`src/rtl/sn74190_bcd_counter_if.sv`:
```
// Control and count-output bundle for one SN74190-style decade counter stage.
// Pure wiring, no latency.
// No backpressure; outputs are level signals sampled by the consumer.
interface sn74190_bcd_counter_if;
  logic i_n_clr;
  logic i_n_load;
  logic i_load_a;
  logic i_load_b;
  logic i_load_c;
  logic i_load_d;
  logic i_enp;
  logic i_ent;
  logic i_up;
  logic o_qa;
  logic o_qb;
  logic o_qc;
  logic o_qd;
  logic o_tc;
  logic o_rco;
  logic o_valid;

  // Driver side: controls the counter and observes its outputs.
  modport master (
    output i_n_clr, i_n_load, i_load_a, i_load_b, i_load_c, i_load_d,
           i_enp, i_ent, i_up,
    input  o_qa, o_qb, o_qc, o_qd, o_tc, o_rco, o_valid
  );

  // Counter side.
  modport slave (
    input  i_n_clr, i_n_load, i_load_a, i_load_b, i_load_c, i_load_d,
           i_enp, i_ent, i_up,
    output o_qa, o_qb, o_qc, o_qd, o_tc, o_rco, o_valid
  );
endinterface

```
`src/rtl/sn74190_bcd_counter.sv`:
```
// Synchronous up/down modulo-N counter with clear, parallel load and ripple carry.
// Latency: one edge from clear/load/enable to new q; tc/rco/valid are combinational.
// No backpressure; cascade by feeding o_rco into the next stage's i_ent.
module sn74190_bcd_counter #(
  parameter int MODULUS     = 10, // legal 2..16; counts 0..MODULUS-1
  parameter int RESET_VALUE = 0   // must be below MODULUS
) (
  input logic                   i_clk,
  input logic                   i_n_rst,
  sn74190_bcd_counter_if.slave  bus
);

  localparam logic [3:0] LAST_Q  = 4'(MODULUS - 1);
  localparam logic [3:0] RESET_Q = 4'(RESET_VALUE);
  localparam logic [4:0] MOD_W   = 5'(MODULUS);

  logic [3:0] q;
  logic [3:0] q_nxt;
  logic [3:0] load_dat;

  assign load_dat = {bus.i_load_d, bus.i_load_c, bus.i_load_b, bus.i_load_a};

  // Next count: clear beats load beats count; loaded codes are taken verbatim,
  // and out-of-range codes recover to 0 (up) or MODULUS-1 (down) in one step.
  always_comb begin
    q_nxt = q;
    if (!bus.i_n_clr) begin
      q_nxt = 4'd0;
    end else if (!bus.i_n_load) begin
      q_nxt = load_dat;
    end else if (bus.i_enp && bus.i_ent) begin
      if (bus.i_up) begin
        q_nxt = (q >= LAST_Q) ? 4'd0 : q + 4'd1;
      end else begin
        q_nxt = ((q == 4'd0) || (q > LAST_Q)) ? LAST_Q : q - 4'd1;
      end
    end
  end

  // Count register; reset acts immediately without waiting for a clock.
  always_ff @(posedge i_clk or negedge i_n_rst) begin
    if (!i_n_rst) begin
      q <= RESET_Q;
    end else begin
      q <= q_nxt;
    end
  end

  assign bus.o_qa = q[0];
  assign bus.o_qb = q[1];
  assign bus.o_qc = q[2];
  assign bus.o_qd = q[3];

  // Terminal count follows the current direction so a direction flip is seen at once.
  assign bus.o_tc    = bus.i_up ? (q == LAST_Q) : (q == 4'd0);
  assign bus.o_rco   = bus.o_tc & bus.i_ent;
  assign bus.o_valid = ({1'b0, q} < MOD_W);

endmodule

```
`src/flat_wrapper.sv`:
```
// flat-port wrapper written by rule: the top's interface ports become plain ports
module sn74190_bcd_counter_flat 
#(
  parameter int MODULUS     = 10,                                    
  parameter int RESET_VALUE = 0                           
)
  (i_clk, i_n_rst, bus_i_n_clr, bus_i_n_load, bus_i_load_a, bus_i_load_b, bus_i_load_c, bus_i_load_d, bus_i_enp, bus_i_ent, bus_i_up, bus_o_qa, bus_o_qb, bus_o_qc, bus_o_qd, bus_o_tc, bus_o_rco, bus_o_valid);
  sn74190_bcd_counter_if bus_i ();
  input logic i_clk;
  input logic i_n_rst;
  input wire logic [$bits(bus_i.i_n_clr)-1:0] bus_i_n_clr;
  input wire logic [$bits(bus_i.i_n_load)-1:0] bus_i_n_load;
  input wire logic [$bits(bus_i.i_load_a)-1:0] bus_i_load_a;
  input wire logic [$bits(bus_i.i_load_b)-1:0] bus_i_load_b;
  input wire logic [$bits(bus_i.i_load_c)-1:0] bus_i_load_c;
  input wire logic [$bits(bus_i.i_load_d)-1:0] bus_i_load_d;
  input wire logic [$bits(bus_i.i_enp)-1:0] bus_i_enp;
  input wire logic [$bits(bus_i.i_ent)-1:0] bus_i_ent;
  input wire logic [$bits(bus_i.i_up)-1:0] bus_i_up;
  output wire logic [$bits(bus_i.o_qa)-1:0] bus_o_qa;
  output wire logic [$bits(bus_i.o_qb)-1:0] bus_o_qb;
  output wire logic [$bits(bus_i.o_qc)-1:0] bus_o_qc;
  output wire logic [$bits(bus_i.o_qd)-1:0] bus_o_qd;
  output wire logic [$bits(bus_i.o_tc)-1:0] bus_o_tc;
  output wire logic [$bits(bus_i.o_rco)-1:0] bus_o_rco;
  output wire logic [$bits(bus_i.o_valid)-1:0] bus_o_valid;
  assign bus_i.i_n_clr = bus_i_n_clr;
  assign bus_i.i_n_load = bus_i_n_load;
  assign bus_i.i_load_a = bus_i_load_a;
  assign bus_i.i_load_b = bus_i_load_b;
  assign bus_i.i_load_c = bus_i_load_c;
  assign bus_i.i_load_d = bus_i_load_d;
  assign bus_i.i_enp = bus_i_enp;
  assign bus_i.i_ent = bus_i_ent;
  assign bus_i.i_up = bus_i_up;
  assign bus_o_qa = bus_i.o_qa;
  assign bus_o_qb = bus_i.o_qb;
  assign bus_o_qc = bus_i.o_qc;
  assign bus_o_qd = bus_i.o_qd;
  assign bus_o_tc = bus_i.o_tc;
  assign bus_o_rco = bus_i.o_rco;
  assign bus_o_valid = bus_i.o_valid;
  sn74190_bcd_counter #(.MODULUS(MODULUS), .RESET_VALUE(RESET_VALUE)) u_core (.i_clk(i_clk), .i_n_rst(i_n_rst), .bus(bus_i));
endmodule
```
`config.mk`:
```
export PLATFORM = sky130hd
export DESIGN_NAME = sn74190_bcd_counter_flat
export DESIGN_NICKNAME = d
export VERILOG_FILES = /design/src/rtl/sn74190_bcd_counter_if.sv /design/src/rtl/sn74190_bcd_counter.sv /design/src/flat_wrapper.sv
export SDC_FILE = /design/constraint.sdc
export NUM_CORES = 1
export LEC_CHECK = 0
export CORE_AREA = 2 2 39 41
export CTS_BUF_LIST = sky130_fd_sc_hd__clkbuf_8
export CTS_CLUSTER_SIZE = 8
export DETAILED_ROUTE_END_ITERATION = 16
export DIE_AREA = 0 0 41 43
export HOLD_SLACK_MARGIN = 0.06
export PLACE_DENSITY_LB_ADDON = 0.3
export REMOVE_ABC_BUFFERS = 1
export SLEW_MARGIN = 40
export SYNTH_ARGS = -nofsm -noshare
export SYNTH_HDL_FRONTEND = slang
export SYNTH_SLANG_ARGS = --single-unit
```
`constraint.sdc`:
```
create_clock -name i_clk -period 1.5 [get_ports i_clk]
set_input_delay 0.15 -clock i_clk [delete_from_list [all_inputs] [get_ports i_clk]]
set_output_delay 0.15 -clock i_clk [all_outputs]
set_load 0.05 [all_outputs]
```
; After elaboration in Yosys (flattened, before gate mapping)
; Cells that the tools add are included.
[op_classes]
addsub = 2
n_lt_le_gt_ge = 3
muxes = 7
eq_ne = 2
bitwise_logic = 1
reduce_logical = 3
[ops]
columns = cell, count
row1 = $mux 4, 6
row2 = $add 4x1->4 const B, 1
row3 = $eq 4x4->1 const B, 1
row4 = $ge 4x4->1 const B, 1
row5 = $gt 4x4->1 const B, 1
row6 = $logic_not 4->1, 1
row7 = $lt 4x4->1 const B, 1
row8 = $sub 4x1->4 const B, 1
row9 = $ne 3x2->1 const B, 1
row10 = $and 1x1->1, 1
row11 = $logic_and 1x1->1, 1
row12 = $logic_or 1x1->1, 1
row13 = $mux 1, 1
[word_totals]
inputBits = 11
register_bits = 4
output_inout_bits = 7
word_cells = 19

; Longest topological paths before layout
; Gate-level depths: netlist of the first run.
[logic_depth]
word_depth = 7
ltp_mapped = 6

; Worst setup path before layout of the first run
; Ideal clock, no wire load.
[synth_timing]
path_type = register to output
from = register u_core.q[1]
to = output bus_o_rco
path_slack_ns = -1.092
arrival_ns = 2.442
t_required_ns = 1.350
stages_incl_launch_ff = 7
n_path_buf = 0
path_cell_list = dfrtp_1 > inv_1 > ha_1 > nor3b_1 > a31oi_1 > nor2_1 > and2_1
[synth_via]
elab_chain_cells = 3
word_cells_on_any_way = 4
classes_between = 1 x eq/ne / 1 x mux / 1 x bitwise / 1 x reduce/logical
[synth_rtl]
columns = item, line_no
row1 = from (decl), sn74190_bcd_counter.sv:17  ; logic [3:0] q;
row2 = from (signal assigned), sn74190_bcd_counter.sv:45  ; q <= q_nxt;
row3 = $eq 4x4->1 / $logic_not 4->1 (equally long branches), sn74190_bcd_counter.sv:55  ; assign bus.o_tc = bus.i_up ? (q == LAST_Q) : (q == 4'd0);
row4 = $mux 1 (*), sn74190_bcd_counter.sv:55
row5 = named net bus_o_tc, flat_wrapper.sv:24  ; output wire logic [$bits(bus_i.o_tc)-1:0] bus_o_tc;
row6 = $and 1x1->1 (*), sn74190_bcd_counter.sv:56  ; assign bus.o_rco = bus.o_tc & bus.i_ent;
row7 = to (decl), flat_wrapper.sv:25  ; output wire logic [$bits(bus_i.o_rco)-1:0] bus_o_rco;
; Mark *: on every way through the listed nets, which the timed path passes. The rest lies on a longest branch.

; Worst setup path in the final report of the first run
[layout_timing]
from = register u_core.q[0]
to = output bus_o_rco
[layout_via]
elab_chain_cells = 3
word_cells_on_any_way = 4
classes_between = 1 x eq/ne / 1 x mux / 1 x bitwise / 1 x reduce/logical
[layout_rtl]
columns = item, line_no
row1 = $eq 4x4->1 / $logic_not 4->1 (equally long branches), sn74190_bcd_counter.sv:55
row2 = $mux 1 (*), sn74190_bcd_counter.sv:55
row3 = $and 1x1->1 (*), sn74190_bcd_counter.sv:56
; Every way passes the cells marked *; elsewhere a longest branch is shown, timed or not.

==> results of run 1 <==
==> layer usage <==
metal  wire (um)  GRT usage  vias to the layer above
met3          28     0.0157                        2
met4          25      0.120                        0
li1            -          -                      271
met1         521      0.208                      236
met2         797      0.341                       11
met5           0          0                        -
==> cell type report <==
type	count	area (sq um)	area share
multi-input cells	46	402	0.426
repair buffers	34	368	0.390
flip-flops and latches	4	100	0.106
clock buffers	3	41.3	0.0438
well taps	16	20.0	0.0212
inverters	3	11.3	0.0120
==> through the flow <==
| stage | power (mW) | instance area (sq um) | setup slack [ps] | cells |
|---|---|---|---|---|
| floorplan | 0.279 | 458 | -1120 | 53 |
| global placement | 0.428 | 816 | -32.6 | 99 |
| detailed placement | 0.433 | 816 | -108 | 99 |
| CTS | 0.706 | 932 | -187 | 105 |
| global route | 0.737 | 942 | -260 | 106 |
| finish | 0.705 | 942 | -165 | 106 |
==> cell usage after synthesis, types with 2 or more instances <==
cell / count / area share
sky130_fd_sc_hd__and3_1: 3 / 0.039
sky130_fd_sc_hd__dfrtp_1: 4 / 0.21
sky130_fd_sc_hd__ha_1: 4 / 0.10
sky130_fd_sc_hd__inv_1: 3 / 0.023
sky130_fd_sc_hd__nand2_1: 2 / 0.016
sky130_fd_sc_hd__nand3_1: 2 / 0.021
sky130_fd_sc_hd__nor2_1: 2 / 0.016
sky130_fd_sc_hd__nor2b_1: 4 / 0.052
sky130_fd_sc_hd__o21ai_0: 7 / 0.073
sky130_fd_sc_hd__o21ai_1: 2 / 0.021
sky130_fd_sc_hd__xnor2_1: 2 / 0.036
==> logic make-up after synthesis <==
group	count (synthesis)	synth area share
flip-flops	4	0.208
AND/OR/NAND/NOR	19	0.257
buffers and inverters	6	0.0727
AO/OA/AOI/OAI	19	0.283
multiplexers	1	0.0208
XOR/XNOR	3	0.0546
adder cells (fa/ha/maj)	4	0.104
==> repair_timing <==
action                     CTS  global route
hold buffers                 0             0
hold endpoints to repair     0             0
setup endpoints to repair    4             7
pin swaps                    4             3
resized for setup           11             2
buffers inserted             4             1
==> power groups by stage <==
stage | Sequential (mW) | Clock (mW) | Combinational, mW
after floorplan | 0.162 | 0 | 0.117
after global placement | 0.128 | 0 | 0.299
after detailed placement | 0.129 | 0 | 0.304
after CTS | 0.128 | 0.238 | 0.340
after global routing | 0.130 | 0.238 | 0.369
final | 0.128 | 0.231 | 0.345
==> worst max-delay path, delay by kind of cell (launching register included) <==
kind                     cells  cell delay [ps]
flip-flops                   1              390
AND/OR/NAND/NOR              3              380
buffers and inverters        2              210
AO/OA/AOI/OAI                1              170
adder cells (fa/ha/maj)      1              150
==> how the worst max path moves through the flow <==
stage / from / slack (ps) / endpoint
3_5_place_dp: u_core.q[1] / -110 / u_core.q[1]
2_1_floorplan: u_core.q[1] / -1120 / bus_o_rco
3_3_place_gp: u_core.q[1] / -30 / u_core.q[3]
4_1_cts: u_core.q[0] / -190 / bus_o_rco
5_1_grt: u_core.q[1] / -260 / bus_o_rco
6_report: u_core.q[0] / -160 / bus_o_rco
==> reports/metrics.csv, run 1 <==
stage,metric,value,unit
pwr,max_vdd_drop,636,uV
placed_design,gpl.final_weighted_congestion,0.754,
global_route,grt_max_degree,11,
worst_setup_path,critical_path.slowest_cell,sky130_fd_sc_hd__dfrtp_1,
finish,layout.core_utilization,0.681,
finish,top_regs,u_core.q (4),
detailed_routing,routed_via_density,4.91,
finish,layout-drive-gt1-share,0.444,
floorplanning,design.core.area,0.00138,sq mm
worst_setup_path,critical_path_required,1350,ps
pwr,power_frac_comb,0.490,
status,status,"complete, but fails checks",
logic_synthesis,synth-async-reset-ratio,1.00,
finish,final_net_count,107,
floorplanning,die_height,43,um
flow_run,timing.max_cap.violations,0,
logic_synthesis,yosysWarnings,0,
logic_synthesis,synth.cell_area,482,sq um
logic_synthesis,sequential_area_share_after_synthesis,0.208,
pwr,internal_power,0.470,mW
clocking,clkLatencyLatePin,220,ps
worst_setup_path,worst_r2r_path_depth,7,
sta,worst_pin_slew,368,ps
placed_design,placement.io_buffers,17,
detailed_routing,avgRoutedWirePerCell,12.9,um
sta,final-hold-violation-count,0,
sta,layout_worst_path_cycle_share,1.11,
sta,max-slew-margin-rel,0.752,
sta,totalNegativeSetupSlack,-389,ps
status,failed_checks,negative setup slack,
clocking,worst_setup_hold_path_clk_slew,30,ps
pwr,pwr_density_cell,748,mW/mm^2
sta,rsz0062_at_grt,yes,
pwr,p_seq_frac,0.182,
logic_synthesis,yosysUniqueCellTypes,32,
floorplanning,effective_utilization_at_floorplan,0.348,
logic_synthesis,synth_edf_count,0,
sta,postLayoutSetupSlackWorst,-165,ps
finish,layout.filler_cells,112,
pwr,p_sw_frac,0.334,
sta,fmaxAchievable,601,MHz
worst_setup_path,crit_arrival,1510,ps
global_route,globalRouteOverflowTotal,0,
clocking,tritoncts,built,
clocking,h-tree-depth,1,
worst_setup_path,critical_path.cell_chain,inv_2 -> ha_4 -> nor3b_2 -> a31oi_1 -> nor2_1 -> and2_4 -> buf_12,
clocking,cts_num_sinks,4,
pwr,cellLeakagePower,0.410,nW
global_route,grt_first_pass_wirelength,2.27,mm
finish,syn2layout_area_growth,95.6,%
placed_design,dpl.hpwl,1.02,mm
floorplanning,die-width,41,um
clocking,tritoncts.num_buffers,3,
detailed_routing,finalWirelength,1.37,mm
floorplanning,die-area,0.00176,sq mm
worst_setup_path,r2r_setup_slack,-50,ps
finish,mostFrequentLayoutCells,"17 x sky130_fd_sc_hd__buf_4, 10 x sky130_fd_sc_hd__clkdlybuf4s50_1, 7 x sky130_fd_sc_hd__buf_12, 6 x sky130_fd_sc_hd__o21ai_0",
detailed_routing,antenna_violating_nets_post_route,0,
detailed_routing,drt_iter0_drc,9,
global_route,antenna_found_initial,0,
logic_synthesis,syn_area_per_cell,8.60,sq um
logic_synthesis,synth-seq-cells,4,
clocking,clockRootBuffer,sky130_fd_sc_hd__clkbuf_8,
worst_setup_path,r2r-start,u_core.q[1],
floorplanning,boundaryPins,18,
finish,insertedDiodeCount,0,
worst_setup_path,setup.worst_path.class,reg2out,
global_route,first_global_vias,493,
finish,flip_flop_count_of_the_largest_register_after_layout,4,
pwr,power.clock.fraction,0.328,
finish,layout_commonest_cell,sky130_fd_sc_hd__buf_4,
clocking,clk_path_buf_depth,2,
finish,top_register_by_number_of_flip_flops,u_core.q,
floorplanning,placementRows,14,
logic_synthesis,synth_cells,56,
detailed_routing,dr_total_vias,520,
worst_setup_path,critical_path.endpoint_type,output port,
global_route,global_route.usage.total,0.196,
worst_setup_path,worst_r2r_endpoint,u_core.q[1],
logic_synthesis,synth_ff_type,sky130_fd_sc_hd__dfrtp_1,
worst_setup_path,critical_path.max_stage_delay,390,ps
sta,finalSetupViolations,4,
detailed_routing,detail_route.drc_violations,0,
sta,drv_slew,0,
worst_setup_path,setup.worst_path.start_class,register,
sta,timing.clock.skew,7.34,ps
sta,final.hold.worst_slack,122,ps
hold_path,min-delay-path-class,in2async,
pwr,p_sw,0.235,mW
detailed_routing,detailed_routing_iterations_pass_1,4,
sta,period_minus_slack,1660,ps
worst_setup_path,critical_path.max_fanout,3,
No activity file was read; power rests on OpenSTA's default activity.
==> run 2: changes to the inputs <==
- ABC_CLOCK_PERIOD_IN_PS: default -> 1500
==> results of run 2 <==
Final layout, timing and power as in run 1 (identical DEF).
==> run 3: changes to the inputs <==
- HOLD_SLACK_MARGIN: 0.06 -> 0.08
==> results of run 3 <==
Final layout, timing and power as in run 1 (identical DEF).
